`src/rtl/save_adder_if.sv`:
```
// save_adder_if: operand/result bundle for the carry-save adder; the master drives operands and the slave returns the sum.
interface save_adder_if #(parameter int WIDTH = 4);
   logic             in_valid;
   logic [WIDTH-1:0] x;
   logic [WIDTH-1:0] y;
   logic [WIDTH-1:0] z;
   logic             out_valid;
   logic [WIDTH:0]   s;
   logic             cout;
   modport master (output in_valid, x, y, z, input out_valid, s, cout);
   modport slave (input in_valid, x, y, z, output out_valid, s, cout);
endinterface

```
`src/rtl/save_adder.sv`:
```
// save_adder: registered three-operand carry-save adder, {cout,s} = x+y+z.
// Defining SAVE_ADDER_PIPE_EN registers the CSA outputs, giving 2-cycle latency.
module save_adder #(parameter int WIDTH = 4) (
   input logic clk,
   input logic rst_n,
   save_adder_if.slave bus
);
   logic [WIDTH-1:0] ps, c, ps_q, c_q;
   logic             v_q;
   logic [WIDTH:0]   pe, sum;
   logic             carry;
   assign ps = bus.x ^ bus.y ^ bus.z;
   assign c  = (bus.x & bus.y) | (bus.x & bus.z) | (bus.y & bus.z);
`ifdef SAVE_ADDER_PIPE_EN
   always_ff @(posedge clk) begin
      if (!rst_n) begin
         ps_q <= '0;
         c_q  <= '0;
         v_q  <= 1'b0;
      end else begin
         v_q <= bus.in_valid;
         if (bus.in_valid) begin
            ps_q <= ps;
            c_q  <= c;
         end
      end
   end
`else
   assign ps_q = ps;
   assign c_q  = c;
   assign v_q  = bus.in_valid;
`endif
   assign pe = {1'b0, ps_q};
   // Carry vector is weighted one bit higher, so bit 0 of the sum is ps alone.
   always_comb begin
      sum    = '0;
      carry  = 1'b0;
      sum[0] = pe[0];
      for (int i = 1; i <= WIDTH; i++) begin
         sum[i] = pe[i] ^ c_q[i-1] ^ carry;
         carry  = (pe[i] & c_q[i-1]) | (carry & (pe[i] ^ c_q[i-1]));
      end
   end
   always_ff @(posedge clk) begin
      if (!rst_n) begin
         bus.s         <= '0;
         bus.cout      <= 1'b0;
         bus.out_valid <= 1'b0;
      end else begin
         bus.out_valid <= v_q;
         if (v_q) begin
            bus.s    <= sum;
            bus.cout <= carry;
         end
      end
   end
endmodule

```
`src/flat_wrapper.sv`:
```
// flat-port wrapper written by rule: the top's interface ports become plain ports
module save_adder_flat 
#(parameter int WIDTH = 4)
  (clk, rst_n, bus_in_valid, bus_x, bus_y, bus_z, bus_out_valid, bus_s, bus_cout);
  save_adder_if #(.WIDTH(WIDTH)) bus_i ();
  input logic clk;
  input logic rst_n;
  input wire logic [$bits(bus_i.in_valid)-1:0] bus_in_valid;
  input wire logic [$bits(bus_i.x)-1:0] bus_x;
  input wire logic [$bits(bus_i.y)-1:0] bus_y;
  input wire logic [$bits(bus_i.z)-1:0] bus_z;
  output wire logic [$bits(bus_i.out_valid)-1:0] bus_out_valid;
  output wire logic [$bits(bus_i.s)-1:0] bus_s;
  output wire logic [$bits(bus_i.cout)-1:0] bus_cout;
  assign bus_i.in_valid = bus_in_valid;
  assign bus_i.x = bus_x;
  assign bus_i.y = bus_y;
  assign bus_i.z = bus_z;
  assign bus_out_valid = bus_i.out_valid;
  assign bus_s = bus_i.s;
  assign bus_cout = bus_i.cout;
  save_adder #(.WIDTH(WIDTH)) u_core (.clk(clk), .rst_n(rst_n), .bus(bus_i));
endmodule
```
`config.mk`:
```
export PLATFORM = sky130hd
export DESIGN_NAME = save_adder_flat
export DESIGN_NICKNAME = d
export VERILOG_FILES = /design/src/rtl/save_adder_if.sv /design/src/rtl/save_adder.sv /design/src/flat_wrapper.sv
export SDC_FILE = /design/constraint.sdc
export NUM_CORES = 1
export LEC_CHECK = 0
export CORE_AREA = 2 2 39 41
export CTS_BUF_LIST = sky130_fd_sc_hd__clkbuf_16
export DETAILED_ROUTE_END_ITERATION = 6
export DIE_AREA = 0 0 41 43
export GPL_TIMING_DRIVEN = 0
export MAX_ROUTING_LAYER = met4
export PLACE_DENSITY = 0.66
export SYNTH_ARGS = -nofsm -noshare
export SYNTH_HDL_FRONTEND = slang
export SYNTH_SLANG_ARGS = --single-unit
```
`constraint.sdc`:
```
create_clock -name clk -period 2.7 [get_ports clk]
set_clock_uncertainty 0.1 [all_clocks]
set_input_delay 0.405 -clock clk [delete_from_list [all_inputs] [get_ports clk]]
set_output_delay 0.405 -clock clk [all_outputs]
set_load 0.02 [all_outputs]
```
==> impl_results.md, run 1 <==
* Cell variety after synth at 10
* Post-synthesis share of cell area spent on and, or, nand and nor gates at between 10% and 20%
* Sequential element share of the synthesized area at 33.8%
* Met2 WL post-DR at around 350 um
* Count of synthesis-stage warnings from yosys at 0
* Synthesized flop and latch total at 7
* Post-synthesis instance area at ~410 um^2
* Routed via count at 312
* Min-delay worst type: in -> reg
* Maximum level of the CTS H-tree at 1
* Core Rows at 14
* Number of global-route vias before repair at ~300
* Slew Limit Headroom at between 80% and 90%
* CP Class: in -> reg
* Max Clock Freq at 383 MHz
* Height of the die at between 40 and 50 um
* First-pass GRT wire length at approximately 1.1 mm
* Cell taking the most area after synthesis: sky130_fd_sc_hd__dfxtp_1
* Cell repeated most along the worst path: sky130_fd_sc_hd__fa_2
* Gate count after technology mapping at 33
* Gr usage total at ~11%
* Slew at the pin closest to its max-slew limit at approximately 220 ps
* Maximum buffer depth of the clock tree at 2
* Highest signal layer in the routed design: met4
* Pins over their slew limit at 0
* Number of maximum-capacitance constraint violations at 0
* M1 wire length at 301 um
* Peak supply drop at 332 uV
* Antenna violations before repair at 0
* Final weighted congestion in routability-driven placement at around 0.56
* CTS tree: done
* Buffers on Ports at 20
* Detailed-route wire length at between 700 and 800 um
* Fraction of the mapped netlist area in compound gates at under 10%
* Detailed Place HPWL at 625 um
* Insertion delay to the later sink of the worst-skew pair at about 230 ps
* CTS sink cnt at 7
* Combinational family with the most area after synthesis: adder cells
* Cts hold-fix bufs at 0
* Delay of the slowest cell on the worst path at ~470 ps
* Leakage at between 0.3 and 0.4 nW
* I/O pin cnt at 22
* Final antenna diode count at 0
* Power density over the cells at about 670 nW/um^2
* Largest net degree at the start of global routing at 9
* Xor and xnor fraction of the mapped netlist area at 0%
* Synthesized-area fraction occupied by adder cells at 35.0%
* Worst Setup End Kind: register
* Number of fill cells at around 130
* Width of the die at 41 um
* Antenna-violating nets left at 0
* Floorplan Core Area at approximately 1400 um^2
* Detailed route wirelength on metal3 at ~110 um
* Final standard cell utilization of the core at between 50% and 60%
* Worst EP arrival at approximately 2600 ps
* Starting DRC count in detailed routing at 3
* Outcome: complete, no violations
* Fraction of synthesized area in multiplexers at 12.1%
* Biggest area contributors in the synthesized netlist: sky130_fd_sc_hd__dfxtp_1 (34%), sky130_fd_sc_hd__fa_1 (29%), sky130_fd_sc_hd__mux2i_1 (12%), sky130_fd_sc_hd__nor2b_1 (7.6%), sky130_fd_sc_hd__ha_1 (6.0%)
* Drt wl/cell at about 11 um
* Required time at the worst-slack endpoint at 2720 ps
* Fin. Hold Viols at 0
* Setup bufs post-CTS at 0
* Global route total overflow at 0
* Layout overhead on the synthesized area at 75.2%
* Clock-pin slew reported for the worst setup and hold paths after clock tree synthesis at ~40 ps
* Hold WS at approximately 360 ps
* Fraction of layout instances using a drive strength above 1 at 14.0%
* Via density per instance at approximately 4.3
* Cell chain of the critical path: clkdlybuf4s50_1, fa_1, ha_2, fa_2, fa_2, ha_1, mux2i_1, nor2b_1
* Setup repair after global routing missed its margin: no
* Count of unresolved DRC violations after routing at 0
* Final critical path time including I/O delays and setup at 2610 ps
* Total clock buffers created by CTS at 3
* Net count, final at a little over 80
* Top cell type's share of synthesized area at about a third
* Highest fanout seen on the critical path at 1
* Full die area at about 1800 um^2
* Crit share post-route at between 90 and 100%
* Initial Utilization at between 20% and 30%
* CP Launch Type: primary input
* Synthesized area divided by synthesized cell count at 12.5 um^2
* Net Count, Synth at 56
* DRT Pass-1 Iters at 2
* Endpoints failing setup at 0
* Clock Root Buffer: sky130_fd_sc_hd__clkbuf_16
* CP max stage cell: sky130_fd_sc_hd__clkdlybuf4s50_1
[logic make-up after synthesis]
logic type,Yosys count
adder cells (fa/ha/maj),8
flip-flops,7
multiplexers,5
AND/OR/NAND/NOR,7
AO/OA/AOI/OAI,1
buffers and inverters,5
[metrics by stage]
| step | TNS (ps) | instance area [um^2] | worst slack [ps] | cells | total power, mW |
|---|---|---|---|---|---|
| finish | 0 | 726 | 90.8 | 73 | 0.485 |
| CTS | 0 | 718 | 8.76 | 73 | 0.495 |
| global placement | -583 | 634 | -285 | 69 | 0.240 |
| detailed placement | -593 | 634 | -286 | 69 | 0.242 |
| global route | 0 | 726 | 24.1 | 73 | 0.512 |
| floorplan | 0 | 414 | 235 | 33 | 0.185 |
[sequential cells by signal, indices dropped and copies added, names as in the netlist]
signal / cells
u_core.bus.s: 5
u_core.bus.out_valid: 1
u_core.bus.cout: 1
[per-layer routing]
layer	global-route usage [%]	vias to the layer above
met3	6.81	2
li1	-	151
met2	13.8	19
met4	10.0	0
met1	10.3	140
met5	-	-
[layout make-up]
| class | count | area, um^2 | area share [%] |
|---|---|---|---|
| Timing Repair Buffer | 20 | 205 | 28.3 |
| Buffer | 1 | 11.3 | 1.55 |
| Clock inverter | 1 | 3.75 | 0.517 |
| Tap cell | 16 | 20.0 | 2.76 |
| Clock buffer | 3 | 75.1 | 10.3 |
| Sequential cell | 7 | 140 | 19.3 |
| Inverter | 4 | 15.0 | 2.07 |
| Multi-Input combinational cell | 21 | 255 | 35.2 |
[critical path, delay by kind of cell]
family / cells / cell delay, ps
adder cells (fa/ha/maj): 5 / 1570
buffers and inverters: 1 / 470
multiplexers: 1 / 130
AND/OR/NAND/NOR: 1 / 60
[repair_timing]
action,CTS,global route
endpoints found under the setup margin,1,1
pin swaps,1,1
hold endpoints to repair,0,0
resized for setup,2,3
[worst paths after layout]
check	startpoint	end	slack, ps	depth (start not counted)
worst min-delay path	bus_in_valid	u_core.bus.out_valid	360	2
worst min register to register	u_core.bus.s[0]	u_core.bus.s[0]	380	1
worst max register to register	u_core.bus.s[2]	u_core.bus.s[2]	1990	2
worst max-delay path	bus_x[1]	u_core.bus.s[4]	90	8
[power by group]
part           leakage [nW]  internal [mW]  switching [mW]
Sequential           0.0578          0.116         0.00528
Clock                0.0423          0.192          0.0540
Combinational         0.232         0.0669          0.0507
Total                 0.332          0.376           0.110
[synth_stat cells]
cell	n
sky130_fd_sc_hd__dfxtp_1	7
sky130_fd_sc_hd__fa_1	6
sky130_fd_sc_hd__mux2i_1	5
sky130_fd_sc_hd__nor2b_1	5
sky130_fd_sc_hd__inv_1	4
sky130_fd_sc_hd__ha_1	2
sky130_fd_sc_hd__and2_2	1
sky130_fd_sc_hd__buf_6	1
sky130_fd_sc_hd__nand2_1	1
sky130_fd_sc_hd__o211a_1	1
[placed cells by master, fill, tap and decap left out, drive strengths merged, types with 2 or more instances in the layout]
cell,instances
clkbuf,3
clkdlybuf4s50,18
dfxtp,7
dlymetal6s2s,2
fa,6
ha,2
inv,5
mux2i,5
nor2b,5
Note: power is estimated with default switching activity, not from simulation.
==> run 2: changes to the inputs <==
--- a/config.mk
+++ b/config.mk
@@ -5,6 +5,7 @@
 export SDC_FILE = /design/constraint.sdc
 export NUM_CORES = 1
 export LEC_CHECK = 0
+export ABC_CLOCK_PERIOD_IN_PS = 2700
 export CORE_AREA = 2 2 39 41
 export CTS_BUF_LIST = sky130_fd_sc_hd__clkbuf_16
 export DETAILED_ROUTE_END_ITERATION = 6
==> results of run 2 <==
Final layout, timing and power as in run 1 (identical DEF).
==> RTL edit (settings of run 2) <==
`WIDTH` is set to 4 in 3 places; all go to 5.
--- a/src/rtl/save_adder_if.sv
+++ b/src/rtl/save_adder_if.sv
@@ -1,5 +1,5 @@
 // save_adder_if: operand/result bundle for the carry-save adder; the master drives operands and the slave returns the sum.
-interface save_adder_if #(parameter int WIDTH = 4);
+interface save_adder_if #(parameter int WIDTH = 5);
    logic             in_valid;
    logic [WIDTH-1:0] x;
    logic [WIDTH-1:0] y;
--- a/src/rtl/save_adder.sv
+++ b/src/rtl/save_adder.sv
@@ -1,6 +1,6 @@
 // save_adder: registered three-operand carry-save adder, {cout,s} = x+y+z.
 // Defining SAVE_ADDER_PIPE_EN registers the CSA outputs, giving 2-cycle latency.
-module save_adder #(parameter int WIDTH = 4) (
+module save_adder #(parameter int WIDTH = 5) (
    input logic clk,
    input logic rst_n,
    save_adder_if.slave bus
--- a/src/flat_wrapper.sv
+++ b/src/flat_wrapper.sv
@@ -1,6 +1,6 @@
 // flat-port wrapper written by rule: the top's interface ports become plain ports
 module save_adder_flat 
-#(parameter int WIDTH = 4)
+#(parameter int WIDTH = 5)
   (clk, rst_n, bus_in_valid, bus_x, bus_y, bus_z, bus_out_valid, bus_s, bus_cout);
   save_adder_if #(.WIDTH(WIDTH)) bus_i ();
   input logic clk;
Interface: changed (resized bus_s, bus_x, bus_y and bus_z); port bits go from 22 to 26. The function was not compared with the original's and may differ.
==> RTL edit against run 2 <==
Critical endpoint is now u_core.bus.s[5]$_SDFFE_PN0P_; design area grew 17%; sequential cell count increased by 1; total power grew 12%; core utilization rose by 8.7 points; worst setup slack lost 0.0064 ns; area after synthesis grew 18%; routed wire length increased by 18%.
==> RTL edit: results <==
export IMPL_place_gp_congestion=0.5853
export IMPL_max_slew_margin=0.8373
export IMPL_vias=375
export IMPL_cts_setup_buffers=0
export IMPL_syn_avg_cell_area_um2=12.91
export IMPL_first_pass_iters=1
export IMPL_topRoutingLayerUsed="met4"
export IMPL_arrival_ns=2.63
export IMPL_synth_async_reset_ratio=0
export IMPL_outcome="finished, final reports clean"
export IMPL_path_max_fanout=1
export IMPL_yosysWarningCount=0
export IMPL_wl_per_cell_um=11.25
export IMPL_wl_met3_um=122
export IMPL_p_leak_nw=0.3604
export IMPL_ys_flop_type="dfxtp_1"
export IMPL_drive_gt1_frac=0.2615
export IMPL_netSwitchingFraction=0.2384
export IMPL_clk_pin_slew_ns=0.04
export IMPL_dpl_cell_count=78
export IMPL_reg_top3="u_core.bus.s (6), u_core.bus.cout (1), u_core.bus.out_valid (1)"
export IMPL_grt_pass1_wl_mm=1.469
export IMPL_cp_startpoint="bus_z[1]"
export IMPL_r2r_end="u_core.bus.s[1]$_SDFFE_PN0P_"
export IMPL_syn_num_nets=66
export IMPL_placed_area_um2=758.2
export IMPL_dr_wl_met2_um=472
export IMPL_synth_top_cells_by_count="dfxtp_1 (8), fa_1 (8), mux2i_1 (6), nor2b_1 (6), inv_1 (4)"
export IMPL_diodes=0
export IMPL_clk_insertion_delay_late_ns=0.23
export IMPL_first_iter_violations=0
export IMPL_synth_area_leaders="dfxtp_1 (33%), fa_1 (33%), mux2i_1 (12%), nor2b_1 (7.7%), ha_1 (5.1%)"
export IMPL_vdd_drop_max_mv=0.5203
export IMPL_wl_met1_um=314
export IMPL_hold_path_class="in -> reg"
export IMPL_rrSetupSlack_ns=2.00
export IMPL_cts_made_buffers=3
export IMPL_port_buffers=24
export IMPL_nets=95
export IMPL_first_global_vias=365
export IMPL_place_ws_ns=-0.5758
export IMPL_final_cells=81
export IMPL_reg2reg_from="u_core.bus.s[1]$_SDFFE_PN0P_"
export IMPL_clock_fmax_mhz=382.3
export IMPL_dp_hpwl_um=742.9
export IMPL_grtUsageTotal=0.1294
export IMPL_grt_max_degree=10
export IMPL_synth_yosys_seq_area_share=0.3265
export IMPL_endpoint="u_core.bus.s[5]$_SDFFE_PN0P_"
==> RTL edit: power by group through the flow <==
stage	logic (mW)	registers (mW)	clock network, mW
4_1_cts	0.165	0.142	0.247
6_report	0.158	0.142	0.242
5_1_grt	0.179	0.143	0.255
3_3_place_gp	0.154	0.142	0
2_1_floorplan	0.0629	0.161	0
3_5_place_dp	0.155	0.143	0
==> RTL edit: layout make-up <==
type                    instances  area, um2
plain buffers                   1      11.26
repair buffers                 24      225.2
clock buffers                   3      75.07
fillers                       128      538.0
multi-input cells              25      339.1
flip-flops and latches          8      160.2
inverters                       4      15.01
well taps                      16      20.02
==> RTL edit: worst min path at each step <==
stage | start | end | slack (ns) | cells after the start
2_1_floorplan | rst_n | u_core.bus.cout$_SDFFE_PN0P_ | 0.43 | 1
3_3_place_gp | u_core.bus.s[0]$_SDFFE_PN0P_ | u_core.bus.s[0]$_SDFFE_PN0P_ | 0.37 | 1
3_5_place_dp | u_core.bus.s[0]$_SDFFE_PN0P_ | u_core.bus.s[0]$_SDFFE_PN0P_ | 0.37 | 1
4_1_cts | bus_in_valid | u_core.bus.out_valid$_SDFF_PN0_ | 0.37 | 2
5_1_grt | bus_in_valid | u_core.bus.out_valid$_SDFF_PN0_ | 0.38 | 2
6_report | bus_in_valid | u_core.bus.out_valid$_SDFF_PN0_ | 0.37 | 2
==> RTL edit: worst max-delay path, cell delays in order <==
cell     delay [ns]
buf_2          0.11
fa_1           0.52
ha_4           0.18
fa_2           0.33
fa_2           0.34
fa_2           0.36
ha_4           0.21
mux2i_1        0.12
nor2b_1        0.05
==> RTL edit: cell families (layout without fill, tap and decap cells) <==
logic type | Yosys count | after routing | share of synthesized area
buffers and inverters | 5 | 32 | 0.05356
adders and majority gates | 10 | 10 | 0.3775
AOI/OAI and AO/OA | 1 | 1 | 0.02041
and+or+nand+nor | 8 | 8 | 0.09950
DFF | 8 | 8 | 0.3265
muxes | 6 | 6 | 0.1225
==> RTL edit: what timing repair did <==
item | 4_1_cts | 5_1_grt
endpoints found under the setup margin | 3 | 2
hold buffers | 0 | 0
resized for setup | 27 | 0
pin swaps | 8 | 7
==> RTL edit: metal layers <==
layer,track usage,vias up
li1,-,173
met1,0.1279,180
met2,0.2125,20
met3,0.06283,2
met4,0.04000,0
met5,-,-
